## config.mk

```make
export PLATFORM = sky130hd
export DESIGN_NAME = mem_bus_arbiter_flat
export DESIGN_NICKNAME = d
export VERILOG_FILES = /design/src/rtl/mem_bus_arbiter_if.sv /design/src/rtl/mem_bus_arbiter.sv /design/src/flat_wrapper.sv
export SDC_FILE = /design/constraint.sdc
export NUM_CORES = 1
export LEC_CHECK = 0
export ABC_AREA = 1
export CAP_MARGIN = 15
export CORE_UTILIZATION = 34
export DETAILED_ROUTE_END_ITERATION = 10
export GPL_ROUTABILITY_DRIVEN = 0
export GPL_TIMING_DRIVEN = 0
export PLACE_DENSITY = 0.78
export SLEW_MARGIN = 20
export SYNTH_ARGS = -nofsm -noshare
export SYNTH_HDL_FRONTEND = slang
export SYNTH_SLANG_ARGS = --single-unit
```

## constraint.sdc

```tcl
create_clock -name clk -period 1.8 [get_ports clk]
set_input_delay 0.54 -clock clk [delete_from_list [all_inputs] [get_ports clk]]
set_output_delay 0.54 -clock clk [all_outputs]
set_load 0.03 [all_outputs]
```

## src/rtl/mem_bus_arbiter_if.sv

```systemverilog
// Bundle of CPU/DMA requester handshakes and the shared memory-bus lines.
// The arbiter takes the slave view; the system and memory side take the master view.
interface mem_bus_arbiter_if;
    logic       cpu_req;
    logic       cpu_we;
    logic [7:0] cpu_addr;
    logic [7:0] cpu_wdata;
    logic       cpu_gnt;
    logic       cpu_rvalid;
    logic [7:0] cpu_rdata;

    logic       dma_req;
    logic       dma_we;
    logic [7:0] dma_addr;
    logic [7:0] dma_wdata;
    logic       dma_lock;
    logic       dma_gnt;
    logic       dma_rvalid;
    logic [7:0] dma_rdata;

    logic       prot_err;

    logic [7:0] mem_address;
    logic       mem_write;
    logic [7:0] mem_data_in;
    logic [7:0] mem_data_out;

    modport slave (
        input  cpu_req, cpu_we, cpu_addr, cpu_wdata,
        output cpu_gnt, cpu_rvalid, cpu_rdata,
        input  dma_req, dma_we, dma_addr, dma_wdata, dma_lock,
        output dma_gnt, dma_rvalid, dma_rdata,
        output prot_err,
        output mem_address, mem_write, mem_data_in,
        input  mem_data_out
    );

    modport master (
        output cpu_req, cpu_we, cpu_addr, cpu_wdata,
        input  cpu_gnt, cpu_rvalid, cpu_rdata,
        output dma_req, dma_we, dma_addr, dma_wdata, dma_lock,
        input  dma_gnt, dma_rvalid, dma_rdata,
        input  prot_err,
        input  mem_address, mem_write, mem_data_in,
        output mem_data_out
    );
endinterface

```

## src/rtl/mem_bus_arbiter.sv

```systemverilog
// CPU/DMA arbiter and access sequencer for the shared 8-bit memory/I-O bus.
// Define ARB_ROUND_ROBIN_EN for alternating conflict resolution; default is fixed CPU priority.
module mem_bus_arbiter #(
    parameter int MAX_HOLD = 8
) (
    input  logic             clk,
    input  logic             reset,
    mem_bus_arbiter_if.slave bus
);
    localparam int         HOLD_W   = $clog2(MAX_HOLD + 1);
    localparam logic       CPU      = 1'b0;
    localparam logic       DMA      = 1'b1;

    typedef enum logic {
        IDLE  = 1'b0,
        RDATA = 1'b1
    } state_t;

    state_t            state_reg;
    state_t            state_next;

    logic [7:0]        rd_addr_reg;
    logic [1:0]        rvalid_reg;
    logic [HOLD_W-1:0] hold_cnt_reg;
    logic [HOLD_W-1:0] hold_cnt_next;
    logic              last_owner_reg;
    logic              prot_err_reg;

    // Requester-indexed views: index 0 is the CPU, index 1 the DMA engine.
    logic [1:0]        req;
    logic [1:0]        we_vec;
    logic [1:0][7:0]   addr_vec;
    logic [1:0][7:0]   wdata_vec;
    logic [1:0][7:0]   rdata_vec;
    logic [1:0]        gnt;

    logic              win;
    logic              any_gnt;
    logic              win_we;
    logic [7:0]        win_addr;
    logic [7:0]        win_wdata;
    logic              win_rom;
    logic              start_read;
    logic              hold_full;
    logic              policy_dma;

    logic [7:0]        mem_address;
    logic              mem_write;
    logic [7:0]        mem_data_in;

    genvar gi;
    generate
        for (gi = 0; gi < 2; gi++) begin : g_port
            if (gi == 0) begin : g_cpu
                assign req[gi]        = bus.cpu_req;
                assign we_vec[gi]     = bus.cpu_we;
                assign addr_vec[gi]   = bus.cpu_addr;
                assign wdata_vec[gi]  = bus.cpu_wdata;
                assign bus.cpu_gnt    = gnt[gi];
                assign bus.cpu_rvalid = rvalid_reg[gi];
                assign bus.cpu_rdata  = rdata_vec[gi];
            end else begin : g_dma
                assign req[gi]        = bus.dma_req;
                assign we_vec[gi]     = bus.dma_we;
                assign addr_vec[gi]   = bus.dma_addr;
                assign wdata_vec[gi]  = bus.dma_wdata;
                assign bus.dma_gnt    = gnt[gi];
                assign bus.dma_rvalid = rvalid_reg[gi];
                assign bus.dma_rdata  = rdata_vec[gi];
            end
            // Read data is forced to zero outside the owner's valid cycle.
            assign rdata_vec[gi] = rvalid_reg[gi] ? bus.mem_data_out : 8'h00;
        end
    endgenerate

`ifdef ARB_ROUND_ROBIN_EN
    assign policy_dma = (last_owner_reg == CPU);
`else
    assign policy_dma = 1'b0;
`endif

    assign hold_full = (hold_cnt_reg == HOLD_W'(MAX_HOLD));

    // Winner selection; grants only exist in the address phase.
    always_comb begin
        gnt = 2'b00;
        if (state_reg == IDLE) begin
            if (req == 2'b11) begin
                if (bus.dma_lock && (last_owner_reg == DMA)) begin
                    gnt = hold_full ? 2'b01 : 2'b10;
                end else begin
                    gnt = policy_dma ? 2'b10 : 2'b01;
                end
            end else begin
                gnt = req;
            end
        end
    end

    assign any_gnt    = |gnt;
    assign win        = gnt[DMA];
    assign win_we     = we_vec[win];
    assign win_addr   = addr_vec[win];
    assign win_wdata  = wdata_vec[win];
    assign win_rom    = ~win_addr[7];
    assign start_read = any_gnt && !win_we;

    always_ff @(posedge clk or posedge reset) begin
        if (reset) begin
            state_reg <= IDLE;
        end else begin
            state_reg <= state_next;
        end
    end

    always_comb begin
        state_next = state_reg;
        case (state_reg)
            IDLE:    if (start_read) state_next = RDATA;
            RDATA:   state_next = IDLE;
            default: state_next = IDLE;
        endcase
    end

    always_comb begin
        mem_address = 8'h00;
        mem_write   = 1'b0;
        mem_data_in = 8'h00;
        case (state_reg)
            IDLE: begin
                if (any_gnt) begin
                    mem_address = win_addr;
                    mem_write   = win_we && !win_rom;
                    mem_data_in = win_wdata;
                end
            end
            RDATA: begin
                // Address held so synchronous ROM/RAM and combinational ports both return data.
                mem_address = rd_addr_reg;
            end
            default: begin
                mem_address = 8'h00;
            end
        endcase
    end

    assign bus.mem_address = mem_address;
    assign bus.mem_write   = mem_write;
    assign bus.mem_data_in = mem_data_in;
    assign bus.prot_err    = prot_err_reg;

    // The DMA hold counter only measures how long a waiting CPU has been held off.
    always_comb begin
        hold_cnt_next = hold_cnt_reg;
        if (!bus.cpu_req || gnt[CPU]) begin
            hold_cnt_next = '0;
        end else if (gnt[DMA] && !hold_full) begin
            hold_cnt_next = hold_cnt_reg + 1'b1;
        end
    end

    always_ff @(posedge clk or posedge reset) begin
        if (reset) begin
            rd_addr_reg    <= 8'h00;
            rvalid_reg     <= 2'b00;
            hold_cnt_reg   <= '0;
            last_owner_reg <= CPU;
            prot_err_reg   <= 1'b0;
        end else begin
            prot_err_reg <= any_gnt && win_we && win_rom;
            rvalid_reg   <= start_read ? gnt : 2'b00;
            hold_cnt_reg <= hold_cnt_next;
            if (any_gnt) begin
                last_owner_reg <= win;
            end
            if (start_read) begin
                rd_addr_reg <= win_addr;
            end
        end
    end
endmodule

```

## src/flat_wrapper.sv

```systemverilog
// flat-port wrapper written by rule: the top's interface ports become plain ports
module mem_bus_arbiter_flat 
#(
    parameter int MAX_HOLD = 8
)
  (clk, reset, bus_cpu_req, bus_cpu_we, bus_cpu_addr, bus_cpu_wdata, bus_cpu_gnt, bus_cpu_rvalid, bus_cpu_rdata, bus_dma_req, bus_dma_we, bus_dma_addr, bus_dma_wdata, bus_dma_lock, bus_dma_gnt, bus_dma_rvalid, bus_dma_rdata, bus_prot_err, bus_mem_address, bus_mem_write, bus_mem_data_in, bus_mem_data_out);
  mem_bus_arbiter_if bus_i ();
  input  logic clk;
  input  logic reset;
  input wire logic [$bits(bus_i.cpu_req)-1:0] bus_cpu_req;
  input wire logic [$bits(bus_i.cpu_we)-1:0] bus_cpu_we;
  input wire logic [$bits(bus_i.cpu_addr)-1:0] bus_cpu_addr;
  input wire logic [$bits(bus_i.cpu_wdata)-1:0] bus_cpu_wdata;
  output wire logic [$bits(bus_i.cpu_gnt)-1:0] bus_cpu_gnt;
  output wire logic [$bits(bus_i.cpu_rvalid)-1:0] bus_cpu_rvalid;
  output wire logic [$bits(bus_i.cpu_rdata)-1:0] bus_cpu_rdata;
  input wire logic [$bits(bus_i.dma_req)-1:0] bus_dma_req;
  input wire logic [$bits(bus_i.dma_we)-1:0] bus_dma_we;
  input wire logic [$bits(bus_i.dma_addr)-1:0] bus_dma_addr;
  input wire logic [$bits(bus_i.dma_wdata)-1:0] bus_dma_wdata;
  input wire logic [$bits(bus_i.dma_lock)-1:0] bus_dma_lock;
  output wire logic [$bits(bus_i.dma_gnt)-1:0] bus_dma_gnt;
  output wire logic [$bits(bus_i.dma_rvalid)-1:0] bus_dma_rvalid;
  output wire logic [$bits(bus_i.dma_rdata)-1:0] bus_dma_rdata;
  output wire logic [$bits(bus_i.prot_err)-1:0] bus_prot_err;
  output wire logic [$bits(bus_i.mem_address)-1:0] bus_mem_address;
  output wire logic [$bits(bus_i.mem_write)-1:0] bus_mem_write;
  output wire logic [$bits(bus_i.mem_data_in)-1:0] bus_mem_data_in;
  input wire logic [$bits(bus_i.mem_data_out)-1:0] bus_mem_data_out;
  assign bus_i.cpu_req = bus_cpu_req;
  assign bus_i.cpu_we = bus_cpu_we;
  assign bus_i.cpu_addr = bus_cpu_addr;
  assign bus_i.cpu_wdata = bus_cpu_wdata;
  assign bus_cpu_gnt = bus_i.cpu_gnt;
  assign bus_cpu_rvalid = bus_i.cpu_rvalid;
  assign bus_cpu_rdata = bus_i.cpu_rdata;
  assign bus_i.dma_req = bus_dma_req;
  assign bus_i.dma_we = bus_dma_we;
  assign bus_i.dma_addr = bus_dma_addr;
  assign bus_i.dma_wdata = bus_dma_wdata;
  assign bus_i.dma_lock = bus_dma_lock;
  assign bus_dma_gnt = bus_i.dma_gnt;
  assign bus_dma_rvalid = bus_i.dma_rvalid;
  assign bus_dma_rdata = bus_i.dma_rdata;
  assign bus_prot_err = bus_i.prot_err;
  assign bus_mem_address = bus_i.mem_address;
  assign bus_mem_write = bus_i.mem_write;
  assign bus_mem_data_in = bus_i.mem_data_in;
  assign bus_i.mem_data_out = bus_mem_data_out;
  mem_bus_arbiter #(.MAX_HOLD(MAX_HOLD)) u_core (.clk(clk), .reset(reset), .bus(bus_i));
endmodule
```

After elaboration in Yosys (flattened, before gate mapping)
Index checks and enable logic that the tools add are counted.
{ "totals": {"word_cells": 47, "reg_bits": 17, "in_bits": 47} }
{ "classes": {"mux": 23, "eq_ne": 2, "add_sub_neg": 1, "magnitude_cmp": 1, "bitwise_logic": 2, "n_reduce_logical": 12} }
{ "op_table": {"columns": ["operator", "count"], "rows": [
  ["8-bit 2-to-1 mux", 9],
  ["8-bit case mux with 2 select lines", 1],
  ["2-bit 2-to-1 mux", 5],
  ["4-bit 2-to-1 mux", 2],
  ["1-bit logical AND", 6],
  ["1-bit 2-to-1 mux", 5],
  ["4-bit by 1-bit adder with 4-bit output (second input constant)", 1],
  ["4-bit equality test (second input constant)", 1],
  ["1-bit logical NOT", 3],
  ["2-bit equality test (second input constant)", 1],
  ["1-bit by 2-bit < comparator with 1-bit output (second input constant)", 1],
  ["1-bit NOT", 2],
  ["1-bit case mux with 2 select lines", 1],
  ["2-bit nonzero test", 1],
  ["2-bit OR reduction", 1],
  ["1-bit logical OR", 1]
]} }

Logic depth before layout (Yosys ltp)
{ "logic_depth": {"ltp_word": 11, "ltp_mapped": 11} }

Worst setup path before layout
No wires, ideal clock.
{ "synth_path": {"path_kind": "register to output", "startpoint": "register u_core.hold_cnt_reg[0]", "endpoint": "output port bus_mem_data_in[0]", "path_slack_ns": -0.344, "n_path_buf": 1, "path_stages_with_launch": 11, "required_time_ns": 1.260, "arrival_time_ns": 1.604, "cell_sequence": "dfrtp_1 -> inv_1 -> ha_1 -> nand3_2 -> nand2_2 -> nand2_4 -> nand2_4 -> buf_8 -> inv_4 -> nor2_1 -> nor2_1"} }
{ "synth_via": {"elab_chain_cells": 9, "elab_cells_between_ends": 10, "cone_classes": "eq/ne: 1; mux: 8; reduce/logical: 1"} }
{ "synth_rtl": {"columns": ["element", "line_no", "source"], "rows": [
  ["start, declared", "mem_bus_arbiter.sv:24", "logic [HOLD_W-1:0] hold_cnt_reg;"],
  ["start signal, assigned", "mem_bus_arbiter.sv:172", "hold_cnt_reg <= hold_cnt_next;"],
  ["4-bit equality test (*)", "mem_bus_arbiter.sv:82", "assign hold_full = (hold_cnt_reg == HOLD_W'(MAX_HOLD));"],
  ["2-bit 2-to-1 mux (*)", "mem_bus_arbiter.sv:90", "gnt = hold_full ? 2'b01 : 2'b10;"],
  ["2-bit 2-to-1 mux (*)", "mem_bus_arbiter.sv:89", "if (bus.dma_lock && (last_owner_reg == DMA)) begin"],
  ["2-bit 2-to-1 mux (*)", "mem_bus_arbiter.sv:88", "if (req == 2'b11) begin"],
  ["2-bit 2-to-1 mux (*)", "mem_bus_arbiter.sv:87", "if (state_reg == IDLE) begin"],
  ["net bus_dma_gnt", "flat_wrapper.sv:22", "output wire logic [$bits(bus_i.dma_gnt)-1:0] bus_dma_gnt;"],
  ["8-bit 2-to-1 mux (not written as such) (2 in series)", "mem_bus_arbiter.sv:104", "assign win_wdata = wdata_vec[win];"],
  ["8-bit 2-to-1 mux (*)", "mem_bus_arbiter.sv:131", "if (any_gnt) begin"],
  ["8-bit 2-to-1 mux (*)", "mem_bus_arbiter.sv:129", "case (state_reg)"],
  ["end, declared", "flat_wrapper.sv:28", "output wire logic [$bits(bus_i.mem_data_in)-1:0] bus_mem_data_in;"]
]} }
Mark *: on every way through the listed nets, which the timed path passes. The rest lies on a longest branch. The select of a mux whose other input is x is not followed.

Worst setup path in the final report
{ "layout_path": {"startpoint": "register u_core.hold_cnt_reg[0]", "endpoint": "output port bus_mem_data_in[2]"} }
{ "layout_via": {"elab_chain_cells": 9, "elab_cells_between_ends": 10, "cone_classes": "eq/ne: 1; mux: 8; reduce/logical: 1"} }
{ "layout_rtl": {"columns": ["element", "line_no"], "rows": [
  ["4-bit equality test (*)", "mem_bus_arbiter.sv:82"],
  ["2-bit 2-to-1 mux (*)", "mem_bus_arbiter.sv:90"],
  ["2-bit 2-to-1 mux (*)", "mem_bus_arbiter.sv:89"],
  ["2-bit 2-to-1 mux (*)", "mem_bus_arbiter.sv:88"],
  ["2-bit 2-to-1 mux (*)", "mem_bus_arbiter.sv:87"],
  ["8-bit 2-to-1 mux (not written as such) (2 in series)", "mem_bus_arbiter.sv:104"],
  ["8-bit 2-to-1 mux (*)", "mem_bus_arbiter.sv:131"],
  ["8-bit 2-to-1 mux (*)", "mem_bus_arbiter.sv:129"]
]} }
Every way passes the cells marked *; elsewhere a longest branch is shown, timed or not. The select of a mux whose other input is x is not followed.

==> flow_metrics.env <==
export IMPL_run_status="finished with violations"
export IMPL_violations="setup timing"
export IMPL_grt_overflow=0
export IMPL_crit_type="reg2out"
export IMPL_core_um2=3771
export IMPL_r2r_end="u_core.rd_addr_reg[7]$_DFFE_PP0N_"
export IMPL_vias=1741
export IMPL_p_per_area_nw_per_um2=684.0
export IMPL_internal_power_w=0.001163
export IMPL_rows=22
export IMPL_via_per_inst=4.809
export IMPL_worst_slack_ns=-0.5178
export IMPL_final_antenna_net_count=0
export IMPL_crit_family="buffers and inverters"
export IMPL_wl_per_cell_um=14.21
export IMPL_reg2reg_slack_ns=0.09
export IMPL_yosys_warnings=0
export IMPL_grt_pass1_wl_um=7603
export IMPL_pre_cts_ws_ns=-1.322
export IMPL_power_share_clock_pct=15.1
export IMPL_wl_um=5143
export IMPL_max_slew_worst_pin_slew_ns=0.7111
export IMPL_maxSlewHeadroom_pct=52.54
export IMPL_critPathRequiredTime_ns=1.26
export IMPL_cts_buffers=3
export IMPL_dpl_cell_area_um2=2436
export IMPL_holdCritPathClass="reg2reg"
export IMPL_clk_pin_slew_ns=0.07
export IMPL_antenna_cells=0
export IMPL_port_buffer_count=84
export IMPL_layout_drive_gt1_share_pct=47.45
export IMPL_largest_register_ff_count=8
export IMPL_grt_antenna_before_repair=0
export IMPL_pwr_share_seq_pct=24.2
export IMPL_combPwrFrac_pct=60.7
export IMPL_syn_area_per_cell_um2=6.744
export IMPL_fp_dieW_um=65.77
export IMPL_dp_cells=337
export IMPL_synth_nets=254
export IMPL_drtPass1Iterations=4
export IMPL_yosysTopAreaCell="dfrtp_1"
export IMPL_die_area_um2=4326
export IMPL_final_core_util_pct=78.37
export IMPL_grt_pass1_vias=1698
export IMPL_ir_drop_mv=0.4432
export IMPL_cp_end_kind="output pin"
export IMPL_holdBufCountCts=0
export IMPL_grtUsageTotal_pct=22.96
export IMPL_cp_depth=11
export IMPL_nets=364
export IMPL_netlist_instances=205
export IMPL_instances_no_fill=362
export IMPL_regToRegStartpoint="u_core.hold_cnt_reg[0]$_DFFE_PP0P_"
export IMPL_slowest_delay_ns=0.37
export IMPL_root_buffer="clkbuf_8"
export IMPL_finalMaxSlewViolations=0
export IMPL_min_period_ns=2.318
export IMPL_cts_tree="done"
export IMPL_max_freq_mhz=431.4
export IMPL_drc=0
export IMPL_setup_viol=19
export IMPL_dpl_hpwl_um=2976
export IMPL_synth_top_area_share_pct=30.77
export IMPL_ys_seq_area_share_pct=30.77
export IMPL_grt_max_degree=18
export IMPL_fin_crit_sh_pct=128.8
export IMPL_p_sw_w=0.0008581
export IMPL_ys_types=25
export IMPL_slowest_stage="dfrtp_1"
export IMPL_critical_path_cell_chain="inv_2 > ha_4 > nand3_2 > nand2_2 > nand2_4 > nand2_8 > buf_12 > buf_16 > o21ai_4 > nor2_4 > buf_6"
export IMPL_skew_ns=0.005370
export IMPL_switching_share_pct=42.45
export IMPL_tns_ns=-8.985
export IMPL_clock_path_buffers=2
export IMPL_htreeDepth=1
export IMPL_start_util_pct=36.66
export IMPL_dr_first_iter_drc_count=79
export IMPL_critPathArrivalTime_ns=1.78
export IMPL_power_leakage_nw=1.548
export IMPL_die_h_um=65.77
export IMPL_drv_cap=0
export IMPL_cp_max_fo=5
export IMPL_insertion_delay_ns=0.26
export IMPL_ys_top_cells_by_area="dfrtp_1, nand2_1, inv_1"
export IMPL_critPathLaunch="u_core.hold_cnt_reg[0]$_DFFE_PP0P_"
export IMPL_cp_endpoint="bus_mem_data_in[2]"
export IMPL_path_buf_inv=4
export IMPL_synth_seq_cells=17
export IMPL_cp_start_kind="flip-flop"
export IMPL_clkSinkCount=17
export IMPL_io_pins=85
export IMPL_final_cell_area_um2=2955
export IMPL_synth_area_um2=1383
export IMPL_rsz0062_at_grt="true"
export IMPL_rr_worst_depth=12
export IMPL_areaGrowthSynthToFinish_pct=113.8
export IMPL_finalHoldViolCount=0
-- metrics by stage --
| stage | hold WS, ns | power, W |
|---|---|---|
| 3_3_place_gp | 0.4629 | 0.001436 |
| 5_1_grt | 0.4944 | 0.002113 |
| 2_1_floorplan | 0.4489 | 0.001101 |
| 6_report | 0.4833 | 0.002022 |
| 3_5_place_dp | 0.4664 | 0.001451 |
| 4_1_cts | 0.4843 | 0.001947 |
-- metal layers --
metal	GRT usage, %	vias up	part of all wire [%]
li1	-	847	-
met1	24.68	792	35
met2	42.98	89	53
met3	5.517	13	9.1
met4	7.880	0	2.8
met5	0	-	0
-- synthesized netlist by cell type --
cell type / number
o21ai_2: 5
inv_2: 3
dfrtp_1: 17
nor2_1: 18
nand3_2: 3
inv_4: 1
nand2_4: 5
clkbuf_1: 2
nand2_2: 3
inv_1: 26
nor2_2: 1
inv_6: 1
nand3b_1: 1
o21ai_1: 1
o21ai_0: 7
buf_6: 3
buf_8: 1
ha_1: 2
buf_4: 3
nand3_4: 1
xor2_1: 2
nor2_4: 3
nand3_1: 18
nand2_1: 75
nand4_1: 3
-- final cells by class --
cell class              instances  area (µm²)
plain buffers                   9       101.3
clock buffers                   4       45.04
fillers                       257       815.8
inverters                      31       126.4
multi-input cells             148        1114
flip-flops and latches         17       425.4
well taps                      48       60.06
repair buffers                105        1084
-- power by group through the flow --
stage / logic, W / registers [W] / clock network (W)
after floorplan: 0.000605 / 0.000496 / 0
after global placement: 0.000945 / 0.000490 / 0
after detailed placement: 0.000957 / 0.000494 / 0
after CTS: 0.00116 / 0.000485 / 0.000299
after global routing: 0.00130 / 0.000497 / 0.000315
final: 0.00123 / 0.000490 / 0.000304
-- placed cells by master (no fill, tap or decap), drive strengths merged, types with 3 or more instances in the layout --
cell type / synthesis / final
buf: 7 / 57
clkbuf: 2 / 9
clkdlybuf4s15: 0 / 5
clkdlybuf4s50: 0 / 35
dfrtp: 17 / 17
dlygate4sd2: 0 / 9
dlymetal6s2s: 0 / 3
inv: 31 / 31
nand2: 83 / 83
nand3: 22 / 22
nand4: 3 / 3
nor2: 22 / 22
o21ai: 13 / 13
-- cell families (layout without fill, tap and decap cells) --
family / count (synthesis) / after routing / share of synthesized area, %
xor gates and xnor gates: 2 / 2 / 1.267
DFF: 17 / 17 / 30.77
AOI/OAI and AO/OA: 13 / 13 / 6.063
and+or+nand+nor: 131 / 131 / 45.43
adders and majority gates: 2 / 2 / 1.810
buffers and inverters: 40 / 149 / 14.66
-- repair_timing --
| action | 4_1_cts | 5_1_grt |
|---|---|---|
| pin swaps | 21 | 14 |
| setup endpoints to repair | 37 | 29 |
| gates cloned | 3 | 0 |
| setup buffers | 14 | 4 |
| hold endpoints to repair | 0 | 0 |
| gates resized for setup | 283 | 19 |
-- worst register-to-register path: cells and delay by family, from the launching register on --
family,cells,cell delay [ns]
flip-flops,1,0.40
adder cells (fa/ha/maj),1,0.13
buffers and inverters,4,0.51
AND/OR/NAND/NOR,7,0.57
-- worst min path at each step --
stage,startpoint,end,slack [ns],depth (start not counted)
floorplan,u_core.last_owner_reg$_DFFE_PP0P_,u_core.last_owner_reg$_DFFE_PP0P_,0.45,2
global placement,u_core.rd_addr_reg[2]$_DFFE_PP0N_,u_core.rd_addr_reg[2]$_DFFE_PP0N_,0.46,2
detailed placement,u_core.last_owner_reg$_DFFE_PP0P_,u_core.last_owner_reg$_DFFE_PP0P_,0.47,2
CTS,u_core.last_owner_reg$_DFFE_PP0P_,u_core.last_owner_reg$_DFFE_PP0P_,0.48,2
global route,u_core.last_owner_reg$_DFFE_PP0P_,u_core.last_owner_reg$_DFFE_PP0P_,0.49,2
finish,u_core.last_owner_reg$_DFFE_PP0P_,u_core.last_owner_reg$_DFFE_PP0P_,0.48,2
Note: power is estimated with default switching activity, not from simulation.
